### config.mk
export PLATFORM = sky130hd
export DESIGN_NAME = filter_stream_rx
export DESIGN_NICKNAME = d
export VERILOG_FILES = /design/src/rtl/filter_stream_rx.sv
export SDC_FILE = /design/constraint.sdc
export NUM_CORES = 1
export LEC_CHECK = 0
export ABC_AREA = 0
export BUFFER_PORTS_ARGS = -buffer_cell sky130_fd_sc_hd__buf_2
export CAP_MARGIN = 20
export CELL_PAD_IN_SITES_DETAIL_PLACEMENT = 1
export CELL_PAD_IN_SITES_GLOBAL_PLACEMENT = 1
export CORE_UTILIZATION = 46
export DETAILED_ROUTE_END_ITERATION = 8
export HOLD_SLACK_MARGIN = 0.1
export PLACE_DENSITY_LB_ADDON = 0.1
export SLEW_MARGIN = 0
export SYNTH_ARGS = -nofsm -noshare
export SYNTH_HDL_FRONTEND = slang
export SYNTH_SLANG_ARGS = --single-unit
### constraint.sdc
create_clock -name clock -period 2.4 [get_ports clock]
set_input_delay 0.24 -clock clock [delete_from_list [all_inputs] [get_ports clock]]
set_output_delay 0.24 -clock clock [all_outputs]
set_load 0.02 [all_outputs]
### src/rtl/filter_stream_rx.sv
// Sink/monitor for the 3x3 filter output stream: per-frame pixel count, checksum,
// min/max and geometry errors, reported with a one-cycle done strobe.
module filter_stream_rx #(
    parameter int WIDTH = 8,
    parameter int IMG_W = 64,
    parameter int IMG_H = 64,
    parameter int CNT_W = 16,
    parameter int SUM_W = 24
) (
    input  logic             clock,
    input  logic             reset,
    input  logic [WIDTH-1:0] data_o,
    input  logic             valid_o,
    input  logic             frame_o,
    output logic             done,
    output logic [CNT_W-1:0] pix_count,
    output logic [SUM_W-1:0] checksum,
    output logic [WIDTH-1:0] pix_min,
    output logic [WIDTH-1:0] pix_max,
    output logic             err_short,
    output logic             err_long,
    output logic             err_orphan,
    output logic [15:0]      frame_count
);

    localparam logic [CNT_W-1:0] FRAME_PIX = CNT_W'(IMG_W * IMG_H);

    typedef enum logic [1:0] {
        IDLE,
        ACTIVE,
        REPORT
    } state_t;

    state_t           r_state;
    state_t           w_state_nxt;
    logic             w_load;
    logic             w_acc;
    logic             w_report;

    logic [WIDTH-1:0] r_data;
    logic             r_valid;
    logic             r_frame;

    logic [CNT_W-1:0] r_cnt;
    logic [SUM_W-1:0] r_sum;
    logic [WIDTH-1:0] r_min;
    logic [WIDTH-1:0] r_max;

    always_ff @(posedge clock or negedge reset) begin
        if (!reset) begin
            r_data  <= '0;
            r_valid <= 1'b0;
            r_frame <= 1'b0;
        end else begin
            r_data  <= data_o;
            r_valid <= valid_o;
            r_frame <= frame_o;
        end
    end

    always_ff @(posedge clock or negedge reset) begin
        if (!reset) r_state <= IDLE;
        else        r_state <= w_state_nxt;
    end

    // Results are latched on the edge entering REPORT, so they are valid alongside done.
    always_comb begin
        w_state_nxt = r_state;
        w_load      = 1'b0;
        w_acc       = 1'b0;
        w_report    = 1'b0;
        unique case (r_state)
            IDLE: begin
                if (r_frame) begin
                    w_state_nxt = ACTIVE;
                    w_load      = 1'b1;
                end
            end
            ACTIVE: begin
                if (r_frame) begin
                    w_acc = r_valid;
                end else begin
                    w_state_nxt = REPORT;
                    w_report    = 1'b1;
                end
            end
            REPORT: begin
                if (r_frame) begin
                    w_state_nxt = ACTIVE;
                    w_load      = 1'b1;
                end else begin
                    w_state_nxt = IDLE;
                end
            end
            default: w_state_nxt = IDLE;
        endcase
    end

    always_ff @(posedge clock or negedge reset) begin
        if (!reset) begin
            r_cnt <= '0;
            r_sum <= '0;
            r_min <= '1;
            r_max <= '0;
        end else if (w_load) begin
            r_cnt <= r_valid ? CNT_W'(1) : '0;
            r_sum <= r_valid ? SUM_W'(r_data) : '0;
            r_min <= r_valid ? r_data : '1;
            r_max <= r_valid ? r_data : '0;
        end else if (w_acc) begin
            if (r_cnt != '1) r_cnt <= r_cnt + CNT_W'(1);
            r_sum <= r_sum + SUM_W'(r_data);
            if (r_data < r_min) r_min <= r_data;
            if (r_data > r_max) r_max <= r_data;
        end
    end

    always_ff @(posedge clock or negedge reset) begin
        if (!reset) begin
            done        <= 1'b0;
            pix_count   <= '0;
            checksum    <= '0;
            pix_min     <= '1;
            pix_max     <= '0;
            err_short   <= 1'b0;
            err_long    <= 1'b0;
            frame_count <= '0;
        end else begin
            done <= w_report;
            if (w_report) begin
                pix_count   <= r_cnt;
                checksum    <= r_sum;
                pix_min     <= r_min;
                pix_max     <= r_max;
                err_short   <= (r_cnt < FRAME_PIX);
                err_long    <= (r_cnt > FRAME_PIX);
                frame_count <= frame_count + 16'd1;
            end
        end
    end

    always_ff @(posedge clock or negedge reset) begin
        if (!reset)                 err_orphan <= 1'b0;
        else if (r_valid && !r_frame) err_orphan <= 1'b1;
    end

endmodule

==> summary.json <==
{
  "yosys.area.top_type": {"value": "dfrtp_1"},
  "max-clock-path-buffers": {"value": 2},
  "cpMaxStageDelayCell": {"value": "o41a_1"},
  "top_ff_cell_synth": {"value": "dfrtp_1"},
  "power_density": {"value": 946, "unit": "nW/µm²"},
  "vdd_ir_drop_max": {"value": 0.517, "unit": "mV"},
  "globalRoute.totalOverflow": {"value": 0},
  "fraction_of_layout_instances_using_a_drive_strength_above_1": {"value": 0.324},
  "wire_length_of_the_first_global_routing_pass": {"value": 26900, "unit": "µm"},
  "netlist.area_leader.share": {"value": 0.482},
  "synth_cell_type_count": {"value": 58},
  "max_freq": {"value": 443, "unit": "MHz"},
  "comb_power_share": {"value": 0.192},
  "critical-path-top-delay-family": {"value": "compound AO/OA/AOI/OAI gates"},
  "yosys.area_share.xor_xnor": {"value": 0.0369},
  "path_clk_slew": {"value": 0.06, "unit": "ns"},
  "n_antenna_cell": {"value": 0},
  "routed_wl": {"value": 16100, "unit": "µm"},
  "power.net_switching": {"value": 2170, "unit": "µW"},
  "critPathRequiredTime": {"value": 2.75, "unit": "ns"},
  "clock_root_buffer": {"value": "clkbuf_16"},
  "fin_skew": {"value": 0.0152, "unit": "ns"},
  "finish.utilization": {"value": 0.588},
  "cts_sinks": {"value": 144},
  "grt_pass1_vias": {"value": 5228},
  "worstSetupPathType": {"value": "flip-flop to flip-flop"},
  "critical_path.cell_chain": {"value": "inv_1, ha_1, a2111oi_2, nor3_1, o41a_1, o22a_1"},
  "yosysWarningCount": {"value": 0},
  "design.core.area": {"value": 14000, "unit": "µm²"},
  "power_frac_seq": {"value": 0.394},
  "avgRoutedWirePerCell": {"value": 18.7, "unit": "µm"},
  "timing.reg2reg.worst_path_depth": {"value": 6},
  "grt_max_degree": {"value": 72},
  "grt_util_all_layers": {"value": 0.237},
  "synth.mux.area_fraction": {"value": 0.106},
  "number_of_antenna_violations_at_the_first_check_in_global_routing": {"value": 0},
  "fin_crit": {"value": 2.26, "unit": "ns"},
  "ctsHtreeMaxLevel": {"value": 4},
  "drv_cap": {"value": 0},
  "synthToLayoutAreaGrowth": {"value": 23.8, "unit": "%"},
  "synth_async_sr_flop_share": {"value": 1.00},
  "post_synth_main_area_contributors": {"value": "dfrtp_1 (48%), mux2_2 (9.8%), dfstp_2 (6.3%)"},
  "worst_setup_path_end_kind": {"value": "flip-flop"},
  "placement.io_buffers": {"value": 87},
  "core.rowCount": {"value": 43},
  "synthesis.instances": {"value": 556},
  "detailedRoute.firstPassIterationCount": {"value": 4},
  "syn-cell-area": {"value": 6650, "unit": "µm²"},
  "pre_cts_slack": {"value": 0.0996, "unit": "ns"},
  "slew_viol_final": {"value": 0},
  "crit_fanout": {"value": 8},
  "floorplan.initialDensity": {"value": 0.475},
  "synth_simple_gate_area_share": {"value": 0.111},
  "largest_family_of_logic_cells_by_synthesized_area": {"value": "compound AO/OA/AOI/OAI gates"},
  "worst_ep_arrival_time": {"value": 2.61, "unit": "ns"},
  "drt-initial-drc-count": {"value": 203},
  "post-dp-hpwl": {"value": 11000, "unit": "µm"},
  "route.antenna.remaining_nets": {"value": 0},
  "clock_tree_from_tritoncts": {"value": "done"},
  "post-route-worst-setup-slack": {"value": 0.140, "unit": "ns"},
  "ios": {"value": 88},
  "synth_adder_area_share": {"value": 0.0520},
  "setup_viol_count_final": {"value": 0},
  "hold_path_class": {"value": "input port to asynchronous set/reset pin"},
  "die_area": {"value": 14900, "unit": "µm²"},
  "finalCritPeriodShare": {"value": 0.941},
  "report.final.hold_viol_count": {"value": 0},
  "detail_route.drc_violations": {"value": 0},
  "rsz0062_at_grt": {"value": "false"},
  "die-height": {"value": 122, "unit": "µm"},
  "tritoncts.num_buffers": {"value": 17},
  "insertion_delay_of_the_later_clocked_pin_in_the_worst_skew_pair": {"value": 0.43, "unit": "ns"},
  "hold_ws": {"value": 0.400, "unit": "ns"},
  "cell_internal_pwr": {"value": 5610, "unit": "µW"},
  "syn-num-nets": {"value": 595},
  "die_width": {"value": 122, "unit": "µm"},
  "leakage": {"value": 0.00393, "unit": "µW"},
  "pwr-share-clk": {"value": 0.414},
  "nFillCells": {"value": 1450},
  "timing.max_slew.rel_slack": {"value": 0.563},
  "post_synthesis_compound_gate_area_fraction": {"value": 0.120},
  "switching_power_as_a_share_of_total_power": {"value": 0.279},
  "design_power_total": {"value": 7780, "unit": "µW"},
  "cp_num_cells": {"value": 6},
  "outcome": {"value": "completed"},
  "timing.critical_path.from_type": {"value": "flip-flop"},
  "worstMarginPinSlew": {"value": 0.656, "unit": "ns"},
  "num-nets-final": {"value": 709},
  "place_congestion": {"value": 0.836},
  "seq_area_frac_synth": {"value": 0.545},
  "vias": {"value": 4848},
  "synth-edff-count": {"value": 0},
  "critPathMaxStageDelay": {"value": 0.57, "unit": "ns"},
  "summed_negative_setup_slack_over_all_endpoints": {"value": 0, "unit": "ns"},
  "synth-seq-cells": {"value": 144},
  "crit_buf_inv": {"value": 1},
  "viasPerCell": {"value": 5.62},
  "synthesis.area_per_instance": {"value": 12.0, "unit": "µm²"}
}
==> logic make-up after synthesis <==
| group | Yosys count |
|---|---|
| XOR/XNOR | 28 |
| adder cells (fa/ha/maj) | 27 |
| flip-flops | 144 |
| multiplexers | 63 |
| AO/OA/AOI/OAI | 114 |
| buffers and inverters | 47 |
| AND/OR/NAND/NOR | 133 |
==> through the flow <==
stage	instance area (µm²)	std cells
after CTS	8220	863
after global routing	8230	863
final	8230	863
after floorplan	6650	556
after global placement	7380	819
after detailed placement	7380	819
==> area by class of cell <==
class / count / area, µm² / share of cell area
flip-flops and latches: 144 / 3620 / 0.440
well taps: 180 / 225 / 0.0274
multi-input cells: 365 / 2850 / 0.347
repair buffers: 115 / 704 / 0.0856
inverters: 27 / 101 / 0.0123
clock inverters: 9 / 224 / 0.0272
clock buffers: 23 / 498 / 0.0605
==> cells in the mapped netlist (6+ instances only) <==
master      n
o211ai_1   10
clkbuf_1    9
a32o_1      8
nand3_1    21
or3_1      14
buf_2      10
ha_1       26
dfrtp_1   128
nand2_1    27
xor2_1     11
o22a_1      8
xnor2_1    17
mux2_2     58
dfstp_2    16
a21oi_1    29
nor2_1     24
inv_1      27
o21ai_0    25
and3_1      6
nand4_1    10
==> power groups by stage <==
| stage | Clock, µW | Combinational (µW) | Sequential (µW) |
|---|---|---|---|
| floorplan | 0 | 740 | 3280 |
| global placement | 0 | 1410 | 3080 |
| detailed placement | 0 | 1460 | 3110 |
| CTS | 3270 | 1500 | 3070 |
| global route | 3370 | 1650 | 3120 |
| finish | 3220 | 1490 | 3070 |
==> state kept, by name, summed over array words and instances, names as in the netlist <==
name and cells:
err_long 1, r_state 2, r_sum 24, r_cnt 16, frame_count 16, pix_min 8, r_min 8, r_frame 1
pix_max 8, pix_count 16, err_orphan 1, r_data 8, r_max 8, checksum 24, done 1, r_valid 1
err_short 1
==> worst register-to-register path: stages (launching register included) <==
cell and delay [ns]:
dfstp_2 0.54, inv_1 0.06, ha_1 0.28, a2111oi_2 0.31, nor3_1 0.17, o41a_1 0.57
o22a_1 0.24
==> layer usage <==
metal | routed length (µm) | up-vias | GRT usage
li1 | - | 2258 | -
met4 | 221 | 0 | 0.0907
met2 | 8220 | 86 | 0.400
met1 | 7220 | 2484 | 0.297
met3 | 487 | 20 | 0.0506
met5 | 0 | - | 0
==> cells in the final DEF, fill, tap and decap left out, types with 2 or more instances in the layout <==
cell and count:
and3_1 6, or3_1 14, buf_2 86, o21a_1 2, mux2i_1 5, clkbuf_16 17
nand4_1 10, o21ai_0 25, or2_2 2, a32oi_1 4, nor3b_1 2, clkbuf_8 5
inv_1 27, o211ai_1 10, nand2b_1 3, buf_4 15, nor4_1 3, and4_1 5
dfstp_2 16, a21boi_0 3, buf_12 2, o22a_1 8, a31oi_1 2, xnor2_1 17
a32o_1 8, o2111ai_1 2, nand3_1 21, xor2_1 11, a21oi_1 29, bufinv_16 7
mux2_2 58, dfrtp_1 128, a21o_1 4, ha_1 26, nor3_1 5, o31ai_1 2
dlygate4sd3_1 11, nor2_1 24, nand2_1 27
==> final timing paths <==
path / slack [ns] / start / endpoint
max: 0.14 / r_min[1] / r_min[2]
max reg2reg: 0.14 / r_min[1] / r_min[2]
max in group asynchronous: 1.23 / reset / r_sum[1]
min: 0.40 / reset / frame_count[9]
min reg2reg: 0.47 / frame_count[15] / frame_count[15]
min in group clock: 0.44 / data_o[6] / r_data[6]
==> repair_timing <==
action                     in CTS  in global routing
hold buffers                   11                  0
setup endpoints to repair       8                 10
pin swaps                       1                  1
hold endpoints to repair       74                  0
buffers inserted                1                  0
cloned                          0                  0
resized for setup               1                  3
(Power assumes the default switching activity.)
